==> src/rtl/exp4_defs_pkg.sv <==
// Shared state codes, debug width default and Moore output decode for the exp4 game.
// The optional TIMEOUT_EN macro enables the timeout ending (fim_timeout / timeout_out).
package exp4_defs;

   localparam int DB_ESTADO_W_PADRAO = 4;

   localparam logic [3:0] COD_INICIAL       = 4'h0;
   localparam logic [3:0] COD_PREPARACAO    = 4'h1;
   localparam logic [3:0] COD_ESPERA_JOGADA = 4'h2;
   localparam logic [3:0] COD_REGISTRA      = 4'h4;
   localparam logic [3:0] COD_COMPARA       = 4'h5;
   localparam logic [3:0] COD_PROXIMO       = 4'h6;
   localparam logic [3:0] COD_FIM_ACERTO    = 4'hA;
   localparam logic [3:0] COD_FIM_ERRO      = 4'hE;
   localparam logic [3:0] COD_FIM_TIMEOUT   = 4'hF;

   typedef enum logic [3:0] {
      INICIAL       = COD_INICIAL,
      PREPARACAO    = COD_PREPARACAO,
      ESPERA_JOGADA = COD_ESPERA_JOGADA,
      REGISTRA      = COD_REGISTRA,
      COMPARA       = COD_COMPARA,
      PROXIMO       = COD_PROXIMO,
      FIM_ACERTO    = COD_FIM_ACERTO,
      FIM_ERRO      = COD_FIM_ERRO,
      FIM_TIMEOUT   = COD_FIM_TIMEOUT
   } estado_t;

   typedef struct packed {
      logic zera_c;
      logic conta_c;
      logic zera_r;
      logic registrar_r;
      logic zera_s_timeout;
      logic registra_modo;
      logic pronto;
      logic acertou;
      logic errou;
      logic timeout_out;
   } saidas_t;

   // Pure state decode; anything outside the named states drives nothing.
   function automatic saidas_t decodifica_saidas(input estado_t e);
      saidas_t s;
      s = '0;
      case (e)
         PREPARACAO: begin
            s.zera_c         = 1'b1;
            s.zera_r         = 1'b1;
            s.zera_s_timeout = 1'b1;
            s.registra_modo  = 1'b1;
         end
         REGISTRA: begin
            s.registrar_r    = 1'b1;
            s.zera_s_timeout = 1'b1;
         end
         PROXIMO: begin
            s.conta_c        = 1'b1;
            s.zera_s_timeout = 1'b1;
         end
         FIM_ACERTO: begin
            s.pronto  = 1'b1;
            s.acertou = 1'b1;
         end
         FIM_ERRO: begin
            s.pronto = 1'b1;
            s.errou  = 1'b1;
         end
         FIM_TIMEOUT: begin
            s.pronto      = 1'b1;
            s.timeout_out = 1'b1;
         end
         default: ;
      endcase
`ifndef TIMEOUT_EN
      s.timeout_out = 1'b0;
`endif
      return s;
   endfunction

endpackage

==> src/rtl/exp4_unidade_controle.sv <==
// Moore control unit for the exp4 memory-sequence game; drives the datapath strobes.
// Build option TIMEOUT_EN: when defined, espera_jogada honours timeout and fim_timeout is reachable.
module exp4_unidade_controle
   import exp4_defs::*;
#(
   parameter int DB_ESTADO_W = DB_ESTADO_W_PADRAO
) (
   input  logic                   clock,
   input  logic                   reset,
   input  logic                   iniciar,
   input  logic                   jogada_feita,
   input  logic                   igual,
   input  logic                   fimC,
   input  logic                   fim_4_jogadas,
   input  logic                   modo_reg,
   input  logic                   timeout,
   output logic                   zeraC,
   output logic                   contaC,
   output logic                   zeraR,
   output logic                   registrarR,
   output logic                   zera_s_timeout,
   output logic                   registra_modo,
   output logic                   pronto,
   output logic                   acertou,
   output logic                   errou,
   output logic                   timeout_out,
   output logic [DB_ESTADO_W-1:0] db_estado
);

   estado_t estado;
   estado_t estado_prox;
   saidas_t saidas;
   logic    timeout_ef;

`ifdef TIMEOUT_EN
   assign timeout_ef = timeout;
`else
   logic unused_timeout;
   assign unused_timeout = timeout;
   assign timeout_ef     = 1'b0;
`endif

   function automatic estado_t proximo_estado(
      input estado_t e,
      input logic    ini,
      input logic    jog,
      input logic    eq,
      input logic    fim16,
      input logic    fim4,
      input logic    modo4,
      input logic    tout
   );
      estado_t p;
      p = INICIAL;
      case (e)
         INICIAL:       p = ini ? PREPARACAO : INICIAL;
         PREPARACAO:    p = ESPERA_JOGADA;
         // a play arriving together with timeout still counts as a play
         ESPERA_JOGADA: begin
            if (jog)       p = REGISTRA;
            else if (tout) p = FIM_TIMEOUT;
            else           p = ESPERA_JOGADA;
         end
         REGISTRA:      p = COMPARA;
         COMPARA: begin
            if (!eq)                       p = FIM_ERRO;
            else if (modo4 ? fim4 : fim16) p = FIM_ACERTO;
            else                           p = PROXIMO;
         end
         PROXIMO:       p = ESPERA_JOGADA;
         FIM_ACERTO:    p = ini ? PREPARACAO : FIM_ACERTO;
         FIM_ERRO:      p = ini ? PREPARACAO : FIM_ERRO;
         FIM_TIMEOUT:   p = ini ? PREPARACAO : FIM_TIMEOUT;
         default:       p = INICIAL;
      endcase
      return p;
   endfunction

   assign estado_prox = proximo_estado(estado, iniciar, jogada_feita, igual,
                                       fimC, fim_4_jogadas, modo_reg, timeout_ef);

   // Outputs are registered from the decode of the next state, so they change
   // on the same edge as the state and remain a pure function of it.
   always_ff @(posedge clock or posedge reset) begin
      if (reset) begin
         estado <= INICIAL;
         saidas <= '0;
      end else begin
         estado <= estado_prox;
         saidas <= decodifica_saidas(estado_prox);
      end
   end

   assign zeraC          = saidas.zera_c;
   assign contaC         = saidas.conta_c;
   assign zeraR          = saidas.zera_r;
   assign registrarR     = saidas.registrar_r;
   assign zera_s_timeout = saidas.zera_s_timeout;
   assign registra_modo  = saidas.registra_modo;
   assign pronto         = saidas.pronto;
   assign acertou        = saidas.acertou;
   assign errou          = saidas.errou;
   assign timeout_out    = saidas.timeout_out;
   assign db_estado      = DB_ESTADO_W'(estado);

   a_strobes_exclusivos: assert property (
      @(posedge clock) disable iff (reset)
      $onehot0({contaC, registrarR, registra_modo})
   );

endmodule

==> config.mk <==
export PLATFORM = sky130hd
export DESIGN_NAME = exp4_unidade_controle
export DESIGN_NICKNAME = d
export VERILOG_FILES = /design/src/rtl/exp4_defs_pkg.sv /design/src/rtl/exp4_unidade_controle.sv
export SDC_FILE = /design/constraint.sdc
export NUM_CORES = 1
export LEC_CHECK = 0
export BUFFER_PORTS_ARGS = -buffer_cell sky130_fd_sc_hd__buf_2
export CAP_MARGIN = 20
export CORE_ASPECT_RATIO = 0.7
export CORE_MARGIN = 1
export CORE_UTILIZATION = 30
export DETAILED_ROUTE_END_ITERATION = 7
export PLACE_DENSITY = 0.68
export SYNTH_ARGS = -nofsm -noshare
export SYNTH_HDL_FRONTEND = slang
export SYNTH_SLANG_ARGS = --single-unit
==> constraint.sdc <==
create_clock -name clock -period 1.3 [get_ports clock]
set_input_delay 0.195 -clock clock [delete_from_list [all_inputs] [get_ports clock]]
set_output_delay 0.195 -clock clock [all_outputs]
set_load 0.005 [all_outputs]
==> results of run 1 <==
-- area by class of cell --
type,instances,area [um^2],share of cell area
timing repair buffer,33,203.9,0.2515
multi-input combinational,31,264.0,0.3256
tap,21,26.28,0.03241
inverter,3,11.26,0.01389
clock buffer,4,26.28,0.03241
sequential,11,279.0,0.3441
-- repair_timing --
item                                   CTS  global route
pin swaps                                4             2
resized for setup                        5             2
hold buffers                             1             0
buffers inserted                         2             0
setup endpoints to repair                7             8
endpoints found under the hold margin   11             0
-- Yosys cell counts (all sizes together) (2+ instances only) --
| cell | instances | share of area |
|---|---|---|
| dfrtp | 11 | 0.48 |
| buf | 5 | 0.067 |
| and2 | 3 | 0.037 |
| inv | 3 | 0.019 |
| nor3b | 3 | 0.056 |
| o21ai | 3 | 0.026 |
| a32o | 2 | 0.035 |
| mux2i | 2 | 0.035 |
| nand2 | 2 | 0.013 |
| nor2 | 2 | 0.013 |
-- worst min-delay path: stages --
cell,delay [ns]
buf_2,0.10
nand2_1,0.07
a32o_1,0.16
-- final timing paths --
check,startpoint,end,slack [ns],cells past startpoint
setup reg to reg,db_estado[2]$_DFF_PP0_,zera_s_timeout$_DFF_PP0_,-0.14,4
hold / removal,igual,pronto$_DFF_PP0_,0.30,3
max in group asynchronous,reset,db_estado[3]$_DFF_PP0_,0.53,3
hold reg to reg,db_estado[1]$_DFF_PP0_,pronto$_DFF_PP0_,0.72,2
setup / recovery,db_estado[2]$_DFF_PP0_,zera_s_timeout$_DFF_PP0_,-0.14,4
min in group asynchronous,reset,contaC$_DFF_PP0_,0.46,3
-- logic make-up after synthesis --
logic type | after synthesis
muxes | 2
DFF | 11
buffers and inverters | 8
and+or+nand+nor | 18
AOI/OAI and AO/OA | 10
other | 1
-- sequential cells by signal, indices dropped and copies added (netlist names) --
register	count
acertou	1
contaC	1
db_estado	4
errou	1
pronto	1
registra_modo	1
registrarR	1
zera_s_timeout	1
-- metal layers --
| metal | vias to the layer above | track usage | routed length (um) |
|---|---|---|---|
| li1 | 236 | - | - |
| met1 | 238 | 0.1683 | 600 |
| met2 | 17 | 0.2104 | 544 |
| met3 | 2 | 0.07059 | 82 |
| met4 | 0 | 0.07692 | 11 |
| met5 | - | 0 | 0 |
-- power groups by stage --
stage	registers (mW)	logic (mW)	clock network [mW]
global route	0.558	0.937	0.262
detailed placement	0.544	0.756	0
floorplan	0.517	0.490	0
global placement	0.536	0.745	0
CTS	0.543	0.826	0.241
finish	0.544	0.851	0.227
==> key figures, run 1 <==
Yosys
  – Fraction of registers with async set/reset: 1.000
  – Largest family of logic cells by synthesized area: simple AND/OR/NAND/NOR gates
  – Synth Area in Adders: 0
  – Post-Syn Area per Cell: 11.59 um^2
  – Post-synthesis instance area: 579.3 um^2
  – FF+latch count, synth: 11
  – Ys flop type: dfrtp_1
  – Post-synthesis compound-gate area fraction: 0.1663
  – Mux cell area share after synthesis: 0.03456
  – Yosys Warn Count: 0
  – Mapped Nets: 59
  – Synth Area in Simple Gates: 0.2311
  – Register area share after synthesis: 0.4752
  – Yosys cell types: 30
  – EDFF count, synth: 0
  – Post-synthesis xor/xnor area fraction: 0
  – Gate Count Post-Synth: 50

Cells and area
  – Area Growth Syn to Fin: 39.96%
  – Layout Utilization: 0.4779
  – Layout net count: 92
  – Final Cell Area: a little over 800 um^2
  – Most frequent cells in the layout: buf_2, buf_4, dfrtp_1
  – Layout cells sized above 1: 0.5976
  – Most common cell after layout, fill and taps aside: buf_2
  – Post-Layout Cell Count: around 100
  – Antenna fix cells: 0
  – Filler instances: about 180

Pwr
  – Reg power frac: 0.335
  – Pwr dens: between 2000 and 2500 nW/um^2
  – Total power draw: approximately 1.6 mW
  – VDD IR max: roughly 0.93 mV
  – Gate power share: 0.524
  – Sw Share: 0.3516
  – Sw Pwr: ~570 uW
  – Leakage Power: between 0.4 and 0.5 nW
  – Pint: roughly 1.1 mW
  – Clock power share: 0.140

STA
  – RSZ-0062 raised after global routing: true
  – Min Tclk post-route: ~1.4 ns
  – Max Slew Vio Count: 0
  – Hold_ws: between 0.3 and 0.4 ns
  – Fmax achieved: 695.5 MHz
  – Crit share post-route: 1.106
  – Clock Skews: ~0.0024 ns
  – Number of setup violations in the final report: 6
  – Sum Neg Setup Slack: -0.3664 ns
  – Hold Vio Cnt, Final: 0
  – Final WS setup: -0.1379 ns

Placement
  – IO buf count: 20
  – Worst slack, placed: -0.1838 ns
  – Placed inst area: 742.0 um^2
  – Placed cells: 96
  – RD Place Congestion: about 0.71

Worst setup path
  – Setup crit start kind: register
  – Setup Crit Path Kind: register to register
  – Worst Path Required: approximately 1.5 ns
  – Crit. End Element: register
  – Crit path max fanout: 8
  – CP max stage cell: dfrtp_2
  – Worst EP arrival: roughly 1.6 ns
  – Max incr delay on CP: between 0.4 and 0.5 ns
  – Crit path max-delay family: compound AO/OA/AOI/OAI gates
  – CP cell instances: and2b_1 > nor2_1 > a32o_2 > o41ai_2
  – Buf+Inv Stages, Crit Path: 0

Global route
  – Global-route wire length before repair: 1.904 mm
  – Largest net degree at the start of global routing: 12
  – GRT overflow: 0
  – Vias in the first global route: 441
  – Gr usage total: 0.1426
  – Initial antenna violation count: 0

Clocking
  – H-Tree Depth: 1
  – CTS buffer count: 3
  – Clk Tree Root Cell: clkbuf_4
  – CTS clk-pin slew, worst paths: about 0.07 ns
  – CTS tree: done
  – Max clock buf depth: 2
  – Sink Count: 11
  – Clk Latency, worst-skew pair: 0.26 ns

Floorplanning
  – Initial cell density of the core: 0.3414
  – Die X: approximately 55 um
  – IO Pins: 23
  – Core area: 1697 um^2
  – Chip height: approximately 39 um
  – FP Rows: 12
  – Die area: ~2100 um^2

Status
  – Failing checks: setup timing
  – Run status: finished with violations

Routing
  – Drt total wl: between 1 and 1.5 mm
  – Initial DRC count: 13
  – Via-to-Cell Ratio: between 4 and 5
  – TritonRoute pass-1 iters: 4
  – Vias after detailed routing: ~490
  – DRC violations left: 0
  – WL per Instance: 12.02 um
  – Final ANT Viol Nets: 0

Run
  – Max cap viols: 0

Worst hold path
  – Hold/Removal Path Class: primary input to register
(Power assumes the default switching activity.)
==> inputs of run 2 (changes only) <==
--- a/config.mk
+++ b/config.mk
@@ -11,7 +11,7 @@
 export CORE_MARGIN = 1
 export CORE_UTILIZATION = 30
 export DETAILED_ROUTE_END_ITERATION = 7
-export PLACE_DENSITY = 0.68
+export PLACE_DENSITY = 0.66
 export SYNTH_ARGS = -nofsm -noshare
 export SYNTH_HDL_FRONTEND = slang
 export SYNTH_SLANG_ARGS = --single-unit
==> constraint.sdc (replaced) <==
create_clock -name clock -period 1.5 [get_ports clock]
set_input_delay 0.225 -clock clock [delete_from_list [all_inputs] [get_ports clock]]
set_output_delay 0.225 -clock clock [all_outputs]
set_load 0.005 [all_outputs]
==> key figures, run 2 (synthesized netlist as in run 1, its figures left out) <==
Global route
  – Gr usage total: 0.1393
  – Initial antenna violation count: 0
  – GRT overflow: 0
  – Largest net degree at the start of global routing: 12
  – Vias in the first global route: 402
  – Global-route wire length before repair: ~1.9 mm

Floorplanning
  – Die X: ~55 um
  – Initial cell density of the core: 0.3414
  – Chip height: ~39 um
  – Core area: roughly 1700 um^2
  – FP Rows: 12
  – IO Pins: 23
  – Die area: roughly 2100 um^2

Routing
  – Drt total wl: approximately 1.2 mm
  – Routed wl met2: between 600 and 700 um
  – TritonRoute pass-1 iters: 4
  – DRC violations left: 0
  – M1 WL: between 500 and 600 um
  – Vias after detailed routing: around 460
  – Final ANT Viol Nets: 0
  – Initial DRC count: 3
  – Via-to-Cell Ratio: between 4 and 5
  – Met3 routed WL: 75 um
  – Uppermost layer routed: met4
  – WL per Instance: about 13 um

Worst setup path
  – Setup Crit Path Kind: register to register
  – Crit. End Element: register
  – Max incr delay on CP: between 0.4 and 0.5 ns
  – RR Startpoint: db_estado[0]$_DFF_PP0_
  – CP max stage cell: dfrtp_2
  – Worst Path Required: ~1.7 ns
  – Crit path max fanout: 9
  – CP startpoint: db_estado[0]$_DFF_PP0_
  – Setup crit start kind: register
  – Worst EP arrival: 1.63 ns
  – CP cell instances: or2_4 > o22ai_1 > a21oi_1 > o41ai_2

STA
  – Number of setup violations in the final report: 0
  – Clock Skews: 0.003244 ns
  – Min Tclk post-route: roughly 1.5 ns
  – Sum Neg Setup Slack: 0 ns
  – Fmax achieved: 681.0 MHz
  – Hold Vio Cnt, Final: 0
  – RSZ-0062 raised after global routing: true
  – Crit share post-route: 0.9790
  – Max Slew Vio Count: 0

Cells and area
  – Layout net count: 84
  – Post-Layout Cell Count: 95
  – Largest register FFs: 4
  – Most common cell after layout, fill and taps aside: buf_2
  – Antenna fix cells: 0
  – Area Growth Syn to Fin: 28.94%
  – Filler instances: between 150 and 200
  – Most frequent cells in the layout: buf_2, dfrtp_1, buf_4
  – Layout cells sized above 1: 0.5270
  – Layout Utilization: 0.4403

Pwr
  – Total power draw: roughly 1.3 mW
  – Pwr dens: 1708 nW/um^2
  – Gate power share: 0.458
  – Reg power frac: 0.386
  – Sw Share: 0.3659
  – VDD IR max: about 0.76 mV
  – Leakage Power: between 0.3 and 0.4 nW
  – Pint: between 800 and 900 uW
  – Sw Pwr: around 470 uW
  – Clock power share: 0.156

Clocking
  – H-Tree Depth: 1
  – Clk Tree Root Cell: clkbuf_4
  – Max clock buf depth: 2
  – CTS clk-pin slew, worst paths: approximately 0.070 ns
  – Clk Latency, worst-skew pair: about 0.27 ns
  – Sink Count: 11
  – CTS tree: done
  – CTS buffer count: 3

Placement
  – DPL Wire Length: around 900 um
  – Placed cells: between 80 and 90
  – IO buf count: 20
  – RD Place Congestion: slightly above 0.8

Worst hold path
  – HP Start: igual
  – Hold/Removal Path Class: primary input to register

Run
  – Max cap viols: 0

Status
  – Run status: complete, no violations
-- run 2: changes by cell type in the layout (fill, tap and decap cells not counted), sizes merged --
cell | previous run | this run
buf | 32 | 24
-- run 2: final timing paths --
kind                                       endpoint  slack [ns]  cells past startpoint
max                        zera_s_timeout$_DFF_PP0_        0.03                      4
min                                pronto$_DFF_PP0_        0.33                      3
max reg2reg                zera_s_timeout$_DFF_PP0_        0.03                      4
min reg2reg                        pronto$_DFF_PP0_        0.68                      1
max in group asynchronous    db_estado[2]$_DFF_PP0_        0.68                      3
min in group asynchronous          pronto$_DFF_PP0_        0.49                      3
-- run 2: final cells by class --
class	count	area, um^2	share of cell area
multi-input cells	31	264.0	0.3534
well taps	21	26.28	0.03518
clock buffers	4	26.28	0.03518
repair buffers	25	140.1	0.1876
inverters	3	11.26	0.01508
flip-flops and latches	11	279.0	0.3735
-- run 2: layer usage --
metal,vias up,track usage
li1,221,-
met1,221,0.1537
met2,15,0.2256
met3,2,0.08235
met4,0,0.03846
met5,-,0
-- run 2: metrics by stage --
step | hold WS [ns] | worst slack (ns) | cell area, um^2
3_3_place_gp | 0.2268 | 0.01770 | 681.9
2_1_floorplan | 0.07744 | 0.09938 | 579.3
4_1_cts | 0.3185 | 0.004436 | 720.7
3_5_place_dp | 0.2525 | -0.01144 | 681.9
5_1_grt | 0.3298 | -0.03487 | 747.0
6_report | 0.3268 | 0.03153 | 747.0
-- run 2: repair_timing --
item | 4_1_cts | 5_1_grt
hold buffers | 1 | 0
setup buffers | 0 | 2
cloned | 0 | 0
pin swaps | 1 | 1
endpoints found under the hold margin | 11 | 0
setup endpoints to repair | 1 | 1
resized for setup | 2 | 3
-- run 2: critical path: cells and delay by family, from the launching register on --
family,cells,cell delay (ns)
AO/OA/AOI/OAI,3,0.60
flip-flops,1,0.48
AND/OR/NAND/NOR,1,0.29
-- run 2: power groups by stage --
stage               registers [mW]  clock network, mW  logic (mW)
global route                 0.507              0.231       0.650
finish                       0.493              0.198       0.584
global placement             0.477                  0       0.527
detailed placement           0.483                  0       0.539
CTS                          0.482              0.210       0.544
floorplan                    0.448                  0       0.424
==> inputs of run 3 (changes only) <==
--- a/config.mk
+++ b/config.mk
@@ -10,6 +10,7 @@
 export CORE_ASPECT_RATIO = 0.7
 export CORE_MARGIN = 1
 export CORE_UTILIZATION = 30
+export CTS_BUF_LIST = sky130_fd_sc_hd__clkbuf_8
 export DETAILED_ROUTE_END_ITERATION = 7
 export PLACE_DENSITY = 0.66
 export SYNTH_ARGS = -nofsm -noshare
==> key figures, run 3 (synthesized netlist as in run 1, its figures left out) <==
STA
  – Clock Skews: between 0.0015 and 0.002 ns
  – Max Slew Vio Count: 0
  – Crit share post-route: 0.9809
  – Hold_ws: -0.01687 ns
  – RSZ-0062 raised after global routing: true
  – Min Tclk post-route: ~1.5 ns
  – Hold Vio Cnt, Final: 11
  – Final WS setup: approximately 0.029 ns
  – Sum Neg Setup Slack: 0 ns
  – Number of setup violations in the final report: 0
  – Fmax achieved: 679.7 MHz

Routing
  – Uppermost layer routed: met4
  – Final ANT Viol Nets: 0
  – Via-to-Cell Ratio: ~4.8
  – M1 WL: 533 um
  – Vias after detailed routing: about 450
  – Initial DRC count: 5
  – Drt total wl: approximately 1.2 mm
  – Routed wl met2: between 600 and 700 um
  – DRC violations left: 0
  – Met3 routed WL: about 70 um
  – TritonRoute pass-1 iters: 4
  – WL per Instance: 12.95 um

Global route
  – Largest net degree at the start of global routing: 12
  – Gr usage total: 0.1393
  – Initial antenna violation count: 0
  – Global-route wire length before repair: 1.883 mm
  – GRT overflow: 0
  – Vias in the first global route: 403

Status
  – Failing checks: hold timing
  – Run status: finished with violations

Cells and area
  – Filler instances: approximately 170
  – Layout Utilization: 0.4454
  – Antenna fix cells: 0
  – Layout net count: slightly above 80
  – Reg area: 279.0 um^2
  – Layout cells sized above 1: 0.5342
  – Final Cell Area: 755.7 um^2
  – Largest register FFs: 4
  – Area of the multi-input gates: around 260 um^2
  – Area Growth Syn to Fin: 30.45%
  – Most frequent cells in the layout: buf_2, dfrtp_1, buf_4
  – Most common cell after layout, fill and taps aside: buf_2

Worst setup path
  – Crit. End Element: register
  – Setup Crit Path Kind: register to register
  – RR Startpoint: db_estado[2]$_DFF_PP0_
  – Crit path max-delay family: compound AO/OA/AOI/OAI gates
  – End of the worst register-to-register path: zera_s_timeout$_DFF_PP0_
  – CP max stage cell: dfrtp_2
  – Setup crit start kind: register
  – R2r setup slk: roughly 0.029 ns
  – CP cell instances: and2b_1 > nor2_1 > a32o_2 > o41ai_2
  – Worst EP arrival: ~1.6 ns
  – Crit path max fanout: 7
  – Worst Path Required: 1.63 ns
  – CP startpoint: db_estado[2]$_DFF_PP0_
  – Buf+Inv Stages, Crit Path: 0
  – Worst reg-to-reg path cell count: 4
  – Max incr delay on CP: ~0.46 ns

Floorplanning
  – IO Pins: 23
  – Die area: 2113 um^2
  – FP Rows: 12
  – Die X: between 50 and 60 um
  – Chip height: 38.77 um
  – Initial cell density of the core: 0.3414
  – Core area: 1697 um^2

Clocking
  – Clk Latency, worst-skew pair: about 0.24 ns
  – H-Tree Depth: 1
  – Clk Tree Root Cell: clkbuf_8
  – CTS clk-pin slew, worst paths: 0.05 ns
  – Max clock buf depth: 2
  – Sink Count: 11
  – CTS tree: done
  – CTS buffer count: 3

Run
  – Max cap viols: 0

Pwr
  – Leakage Power: around 0.4 nW
  – VDD IR max: 0.7717 mV
  – Pwr dens: between 1500 and 2000 nW/um^2

Worst hold path
  – Hold/Removal Path Class: primary input to async pin

Placement
  – Placed inst area: around 680 um^2
  – DPL Wire Length: 910.1 um
  – RD Place Congestion: slightly above 0.8
  – IO buf count: 20
  – Worst slack, placed: -0.01144 ns
run 3: cell types whose count changed in the layout (fill, tap and decap cells not counted), sizes merged:
cell,delta
clkbuf,-1
dlygate4sd3,-1
inv,+1
run 3: layout make-up:
type	instances	share of cell area
tap	21	0.03477
clock inverter	1	0.004967
timing repair buffer	24	0.1722
sequential	11	0.3692
multi-input combinational	31	0.3493
clock buffer	3	0.05464
inverter	3	0.01490
run 3: worst register-to-register path: cells and delay by family, from the launching register on:
kind             cells  cell delay, ns
AO/OA/AOI/OAI        2            0.62
flip-flops           1            0.46
AND/OR/NAND/NOR      2            0.29
run 3: power breakdown:
group          internal, mW  total [mW]  switching [mW]
Combinational         0.319       0.584           0.265
Clock                 0.179       0.284           0.105
Sequential            0.387       0.494           0.108
Total                 0.884        1.36           0.478
run 3: what timing repair did:
item	in CTS	in global routing
hold buffers	0	0
endpoints found under the hold margin	0	0
pin swaps	1	1
setup buffers	0	2
resized for setup	2	3
setup endpoints to repair	1	1
run 3: worst max path at each step:
stage                                           to  slack (ns)  cells after the start
after detailed placement  zera_s_timeout$_DFF_PP0_       -0.01                      4
final                     zera_s_timeout$_DFF_PP0_        0.03                      4
after floorplan           zera_s_timeout$_DFF_PP0_         0.1                      5
after global placement    zera_s_timeout$_DFF_PP0_        0.02                      4
after global routing      zera_s_timeout$_DFF_PP0_       -0.03                      4
after CTS                 zera_s_timeout$_DFF_PP0_        0.01                      4
run 3: metrics by stage:
stage | cells | power [mW]
2_1_floorplan | 50 | 0.8726
3_3_place_gp | 88 | 1.004
3_5_place_dp | 88 | 1.022
4_1_cts | 92 | 1.320
5_1_grt | 94 | 1.475
6_report | 94 | 1.362
run 3: metal layers:
layer	up-vias	track usage
li1	221	-
met1	214	0.1537
met2	16	0.2256
met3	2	0.08235
met4	0	0.03846
met5	-	0
